## config.mk

```make
export PLATFORM = sky130hd
export DESIGN_NAME = spi_tx_flat
export DESIGN_NICKNAME = d
export VERILOG_FILES = /design/src/rtl/spi_tx_if.sv /design/src/rtl/spi_tx.sv /design/src/flat_wrapper.sv
export SDC_FILE = /design/constraint.sdc
export NUM_CORES = 1
export LEC_CHECK = 0
export BUFFER_PORTS_ARGS = -buffer_cell sky130_fd_sc_hd__buf_2
export CAP_MARGIN = 25
export CORE_MARGIN = 2
export CORE_UTILIZATION = 45
export CTS_CLUSTER_SIZE = 40
export DETAILED_ROUTE_END_ITERATION = 12
export GPL_ROUTABILITY_DRIVEN = 0
export PLACE_DENSITY = 0.75
export REMOVE_ABC_BUFFERS = 1
export SYNTH_ARGS = -nofsm -noshare
export SYNTH_HDL_FRONTEND = slang
export SYNTH_SLANG_ARGS = --single-unit
```

## constraint.sdc

```tcl
create_clock -name clk -period 2.4 [get_ports clk]
set_input_delay 0.12 -clock clk [delete_from_list [all_inputs] [get_ports clk]]
set_output_delay 0.12 -clock clk [all_outputs]
set_load 0.01 [all_outputs]
```

## src/rtl/spi_tx_if.sv

```systemverilog
// spi_tx_if: host command/status handshake plus the SPI pins of one spi_tx initiator.
// The master side is the host/responder environment; spi_tx connects to the slave modport.
interface spi_tx_if;
    logic        wrt;
    logic [15:0] cmd;
    logic        len8_16;
    logic        edg;
    logic        MISO;
    logic        SS_n;
    logic        SCLK;
    logic        MOSI;
    logic [15:0] resp;
    logic        busy;
    logic        done;

    modport master (
        output wrt, cmd, len8_16, edg, MISO,
        input  SS_n, SCLK, MOSI, resp, busy, done
    );

    modport slave (
        input  wrt, cmd, len8_16, edg, MISO,
        output SS_n, SCLK, MOSI, resp, busy, done
    );
endinterface

```

## src/rtl/spi_tx.sv

```systemverilog
// spi_tx: SPI initiator sending one 8- or 16-bit frame per wrt; all pin outputs are registered.
// Define SPI_TX_MISO_EN to build the MISO synchronizer and resp capture; otherwise resp is 0.
module spi_tx #(
    parameter int unsigned SCLK_DIV = 32
) (
    input logic     clk,
    input logic     rst_n,
    spi_tx_if.slave bus
);
    localparam int unsigned   H        = SCLK_DIV / 2;
    localparam int unsigned   CW       = $clog2(SCLK_DIV);
    localparam logic [CW-1:0] HALF_END = CW'(H - 1);
    localparam logic [CW-1:0] PER_END  = CW'(SCLK_DIV - 1);
    // MISO is read three clks after the sample edge to cover the synchronizer delay.
    localparam logic [CW-1:0] RX_TAP   = CW'(H + 2);

    typedef enum logic [2:0] {StIdle, StSetup, StXfer, StHold, StGap} state_e;

    state_e        state_q;
    logic [CW-1:0] cnt_q;
    logic [4:0]    edge_cnt_q;
    logic [15:0]   shreg_q;
    logic          edg_q;
    logic          len8_q;
    logic          ss_n_q;
    logic          sclk_q;
    logic          busy_q;
    logic          done_q;
    logic [4:0]    n_bits;
    logic          start;
    logic          frame_end;

    assign n_bits    = len8_q ? 5'd8 : 5'd16;
    assign start     = (state_q == StIdle) && bus.wrt;
    assign frame_end = (state_q == StHold) && (cnt_q == HALF_END);

    always_ff @(posedge clk or negedge rst_n) begin
        if (!rst_n) begin
            state_q    <= StIdle;
            cnt_q      <= '0;
            edge_cnt_q <= '0;
            shreg_q    <= '0;
            edg_q      <= 1'b1;
            len8_q     <= 1'b0;
            ss_n_q     <= 1'b1;
            sclk_q     <= 1'b1;
            busy_q     <= 1'b0;
            done_q     <= 1'b0;
        end else begin
            done_q <= 1'b0;
            unique case (state_q)
                StIdle: begin
                    sclk_q <= bus.edg;
                    if (bus.wrt) begin
                        state_q    <= StSetup;
                        cnt_q      <= '0;
                        edge_cnt_q <= '0;
                        edg_q      <= bus.edg;
                        len8_q     <= bus.len8_16;
                        shreg_q    <= bus.len8_16 ? {bus.cmd[7:0], 8'h00} : bus.cmd;
                        ss_n_q     <= 1'b0;
                        busy_q     <= 1'b1;
                    end
                end
                StSetup: begin
                    if (cnt_q == HALF_END) begin
                        state_q <= StXfer;
                        cnt_q   <= '0;
                        sclk_q  <= ~edg_q;
                    end else begin
                        cnt_q <= cnt_q + 1'b1;
                    end
                end
                StXfer: begin
                    cnt_q <= cnt_q + 1'b1;
                    if (cnt_q == HALF_END) begin
                        sclk_q     <= edg_q;
                        edge_cnt_q <= edge_cnt_q + 5'd1;
                    end else if (cnt_q == PER_END) begin
                        cnt_q <= '0;
                        if (edge_cnt_q == n_bits) begin
                            state_q <= StHold;
                        end else begin
                            sclk_q  <= ~edg_q;
                            shreg_q <= {shreg_q[14:0], 1'b0};
                        end
                    end
                end
                StHold: begin
                    if (cnt_q == HALF_END) begin
                        state_q <= StGap;
                        cnt_q   <= '0;
                        ss_n_q  <= 1'b1;
                        done_q  <= 1'b1;
                    end else begin
                        cnt_q <= cnt_q + 1'b1;
                    end
                end
                StGap: begin
                    if (cnt_q == HALF_END) begin
                        state_q <= StIdle;
                        cnt_q   <= '0;
                        busy_q  <= 1'b0;
                    end else begin
                        cnt_q <= cnt_q + 1'b1;
                    end
                end
                default: state_q <= StIdle;
            endcase
        end
    end

    assign bus.SS_n = ss_n_q;
    assign bus.SCLK = sclk_q;
    assign bus.MOSI = shreg_q[15];
    assign bus.busy = busy_q;
    assign bus.done = done_q;

`ifdef SPI_TX_MISO_EN
    logic        miso_s1_q;
    logic        miso_s2_q;
    logic [15:0] rshift_q;
    logic [15:0] resp_q;

    always_ff @(posedge clk or negedge rst_n) begin
        if (!rst_n) begin
            miso_s1_q <= 1'b0;
            miso_s2_q <= 1'b0;
            rshift_q  <= '0;
            resp_q    <= '0;
        end else begin
            miso_s1_q <= bus.MISO;
            miso_s2_q <= miso_s1_q;
            if (start) begin
                rshift_q <= '0;
            end else if ((state_q == StXfer) && (cnt_q == RX_TAP)) begin
                rshift_q <= {rshift_q[14:0], miso_s2_q};
            end
            if (frame_end) begin
                resp_q <= len8_q ? {8'h00, rshift_q[7:0]} : rshift_q;
            end
        end
    end

    assign bus.resp = resp_q;
`else
    logic unused_miso;
    logic unused_start;
    logic unused_frame_end;
    logic [CW-1:0] unused_rx_tap;
    assign unused_miso      = bus.MISO;
    assign unused_start     = start;
    assign unused_frame_end = frame_end;
    assign unused_rx_tap    = RX_TAP;
    assign bus.resp         = 16'h0000;
`endif
endmodule
```

## src/flat_wrapper.sv

```systemverilog
// flat-port wrapper written by rule: the top's interface ports become plain ports
module spi_tx_flat 
#(
    parameter int unsigned SCLK_DIV = 32
)
  (clk, rst_n, bus_wrt, bus_cmd, bus_len8_16, bus_edg, bus_MISO, bus_SS_n, bus_SCLK, bus_MOSI, bus_resp, bus_busy, bus_done);
  spi_tx_if bus_i ();
  input logic clk;
  input logic rst_n;
  input wire logic [$bits(bus_i.wrt)-1:0] bus_wrt;
  input wire logic [$bits(bus_i.cmd)-1:0] bus_cmd;
  input wire logic [$bits(bus_i.len8_16)-1:0] bus_len8_16;
  input wire logic [$bits(bus_i.edg)-1:0] bus_edg;
  input wire logic [$bits(bus_i.MISO)-1:0] bus_MISO;
  output wire logic [$bits(bus_i.SS_n)-1:0] bus_SS_n;
  output wire logic [$bits(bus_i.SCLK)-1:0] bus_SCLK;
  output wire logic [$bits(bus_i.MOSI)-1:0] bus_MOSI;
  output wire logic [$bits(bus_i.resp)-1:0] bus_resp;
  output wire logic [$bits(bus_i.busy)-1:0] bus_busy;
  output wire logic [$bits(bus_i.done)-1:0] bus_done;
  assign bus_i.wrt = bus_wrt;
  assign bus_i.cmd = bus_cmd;
  assign bus_i.len8_16 = bus_len8_16;
  assign bus_i.edg = bus_edg;
  assign bus_i.MISO = bus_MISO;
  assign bus_SS_n = bus_i.SS_n;
  assign bus_SCLK = bus_i.SCLK;
  assign bus_MOSI = bus_i.MOSI;
  assign bus_resp = bus_i.resp;
  assign bus_busy = bus_i.busy;
  assign bus_done = bus_i.done;
  spi_tx #(.SCLK_DIV(SCLK_DIV)) u_core (.clk(clk), .rst_n(rst_n), .bus(bus_i));
endmodule
```

==> results.tsv <==
metric	value	unit
status	completed	
sequential cell area fraction in the yosys report	0.401	
vias after detailed routing	1612	
RSZ-0062 raised after global routing	no	
metal3 WL	218	um
die area	0.00545	mm^2
Unique masters post-synth	44	
Antenna Cells	0	
WL met2	1780	um
CP Class	register to register	
Clock Skews	0.00693	ns
I/O pin total	43	
clk slew on worst S/H paths	0.07	ns
Mapped Area	0.00219	mm^2
share of layout cells above drive strength 1	0.215	
largest net degree at the start of global routing	36	
routed length per instance	12.1	um
H-Tree Depth	2	
Top Metal Used	met4	
Worst VDD drop	0.000240	V
area delta synth->final	9.92	%
yosys warns	0	
hold crit path type	primary input to register	
kind of end point of the critical path	register	
GR Overflow Total	0	
Syn Inst Count	234	
Worst slew margin	0.492	
count leader, synth	dfrtp_1	
first-pass GRT wire length	6500	um
Area contributors post-synth	dfrtp_1 36%, mux2i_1 7.8%, buf_4 5.5%	
Die H	73.8	um
CORE AREA	0.00472	mm^2
Metal-1 WL	1920	um
CTS root buf	clkbuf_8	
final worst path period share	0.964	
Final nets	288	
worst-path maximum fanout	16	
Post-CTS Resized	0	
post-synth top area cell	dfrtp_1	
number of fill cells	447	
PwrDens	478	mW/mm^2
share of the synthesized area in the top cell type	0.365	
Post-DP HPWL	2850	um
via-per-instance ratio	4.93	
Synth Flop Type	dfrtp_1	
CTS Buffer Depth	2	
num rows	25	
Tot Pwr	1.15	mW
antenna violation net count after detailed routing	0	
Worst-Skew Late Latency	0.29	ns
Routed Wire Length	3950	um
hold_ws	0.0573	ns
CTS tree	done	
Remaining DRCs	0	
max cap viols	0	
Final Instance Area	0.00241	mm^2
synthesized flop and latch total	35	
Avg Cell Area, Syn	9.38	um^2
Post-synth EDFFs	0	
Final Hold Fails	0	
Initial Util	0.465	
die width	73.8	um
CTS Sinks	35	
first-pass detailed-route iteration total	5	
most frequent cells after synthesis	32 x dfrtp_1, 25 x nand2_1, 17 x mux2i_1, 17 x o21ai_0	
Worst Tran Pin Value	0.762	ns
initial antenna violation count	0	
area post-placement	0.00232	mm^2
IO buf count	25	
Crit path arrival time	2.49	ns
Total GRT Usage	0.156	
Worst Setup Start Kind	register	
Post-synth ARST share	1.00	
total CTS buffers	5	
Setup TNS Final	0	ns
post-layout util	0.511	
Fmax	0.432	GHz
Leak	1.07	nW
Max Slew Vio Count	0	
Worst EP required	2.57	ns
min Tclk post-route	2.31	ns
via count of the first global-routing pass	1456	
Iter 0 DRT Violations	63	
final setup fails	0	
==> cells by family (layout without fill, tap and decap cells) <==
logic type / after synthesis / count (layout) / synth area share
AND/OR/NAND/NOR: 74 / 74 / 0.175
AO/OA/AOI/OAI: 44 / 44 / 0.128
buffers and inverters: 44 / 55 / 0.115
flip-flops: 35 / 35 / 0.401
multiplexers: 26 / 26 / 0.127
adder cells (fa/ha/maj): 7 / 7 / 0.0399
XOR/XNOR: 3 / 3 / 0.0120
other: 1 / 16 / 0.00171
==> power breakdown <==
group          leakage (nW)  internal [mW]  total [mW]  switching [mW]
sequential            0.417          0.609       0.624          0.0145
clock                0.0412          0.203       0.418           0.215
combinational         0.614         0.0446       0.112          0.0673
total                  1.07          0.856        1.15           0.297
==> what timing repair did <==
item,4_1_cts,5_1_grt
buffers inserted,0,0
hold endpoints to repair,32,0
hold buffers,1,0
==> final cells by class <==
| type | instances | area, um^2 | area share |
|---|---|---|---|
| clock buffers | 6 | 72.6 | 0.0301 |
| clock inverters | 2 | 12.5 | 0.00519 |
| inverters | 16 | 60.1 | 0.0249 |
| multi-input cells | 170 | 1120 | 0.464 |
| flip-flops and latches | 35 | 880 | 0.365 |
| well taps | 67 | 83.8 | 0.0348 |
| repair buffers | 31 | 185 | 0.0768 |
==> sequential cells by signal, summed over array words and instances, names as in the netlist <==
name               count
u_core.bus.SCLK        1
u_core.bus.SS_n        1
u_core.bus.busy        1
u_core.bus.done        1
u_core.cnt_q           5
u_core.edg_q           1
u_core.edge_cnt_q      5
u_core.len8_q          1
u_core.shreg_q        16
u_core.state_q         3
==> path summary, 6_finish.rpt <==
check / to / slack, ns / from / cells past startpoint
hold / removal: u_core.edg_q$_DFFE_PN1P_ / 0.06 / bus_edg / 3
hold reg to reg: u_core.bus.SS_n$_DFFE_PN1P_ / 0.49 / u_core.bus.SS_n$_DFFE_PN1P_ / 2
min in group asynchronous: u_core.shreg_q[1]$_DFFE_PN0P_ / 0.44 / rst_n / 2
max in group asynchronous: u_core.cnt_q[4]$_DFFE_PN0P_ / 1.47 / rst_n / 2
setup / recovery: u_core.shreg_q[9]$_DFFE_PN0P_ / 0.09 / u_core.cnt_q[0]$_DFFE_PN0P_ / 8
setup reg to reg: u_core.shreg_q[9]$_DFFE_PN0P_ / 0.09 / u_core.cnt_q[0]$_DFFE_PN0P_ / 8
==> critical path: stages (launching register included) <==
cell,delay [ns]
dfrtp_1,0.41
ha_1,0.21
and3_1,0.20
ha_1,0.18
nand3b_1,0.15
a211o_1,0.35
a31oi_4,0.18
buf_12,0.18
mux2_2,0.34
==> cells in the final DEF (no fill, tap or decap), types with 2 or more instances in the layout <==
master / Yosys / layout
o311ai_0: 3 / 3
nand2_1: 25 / 25
buf_2: 3 / 25
o22ai_1: 3 / 3
clkbuf_8: 0 / 5
dfstp_2: 3 / 3
nor2b_1: 2 / 2
nand3_1: 5 / 5
nor3b_1: 8 / 8
nand4_1: 2 / 2
xor2_1: 2 / 2
mux2_2: 7 / 7
dfrtp_1: 32 / 32
or2_2: 3 / 3
a21oi_1: 10 / 10
conb_1: 1 / 16
nand2b_1: 7 / 7
ha_1: 7 / 7
buf_4: 16 / 4
o21bai_1: 2 / 2
mux2i_1: 17 / 17
mux2_4: 2 / 2
inv_1: 16 / 16
o21ai_0: 17 / 17
nor2_1: 11 / 11
nor3_1: 5 / 5
==> stage by stage <==
stage	setup slack [ns]	cells
5_1_grt	0.0115	327
3_5_place_dp	0.0800	318
6_report	0.0864	327
3_3_place_gp	0.114	318
2_1_floorplan	-0.102	221
4_1_cts	0.0716	327
==> layer usage <==
layer	GRT usage	up-vias
met5	0	-
met4	0.0545	0
met3	0.0453	2
met2	0.254	53
met1	0.199	738
li1	-	819
Note: power is estimated with default switching activity, not from simulation.
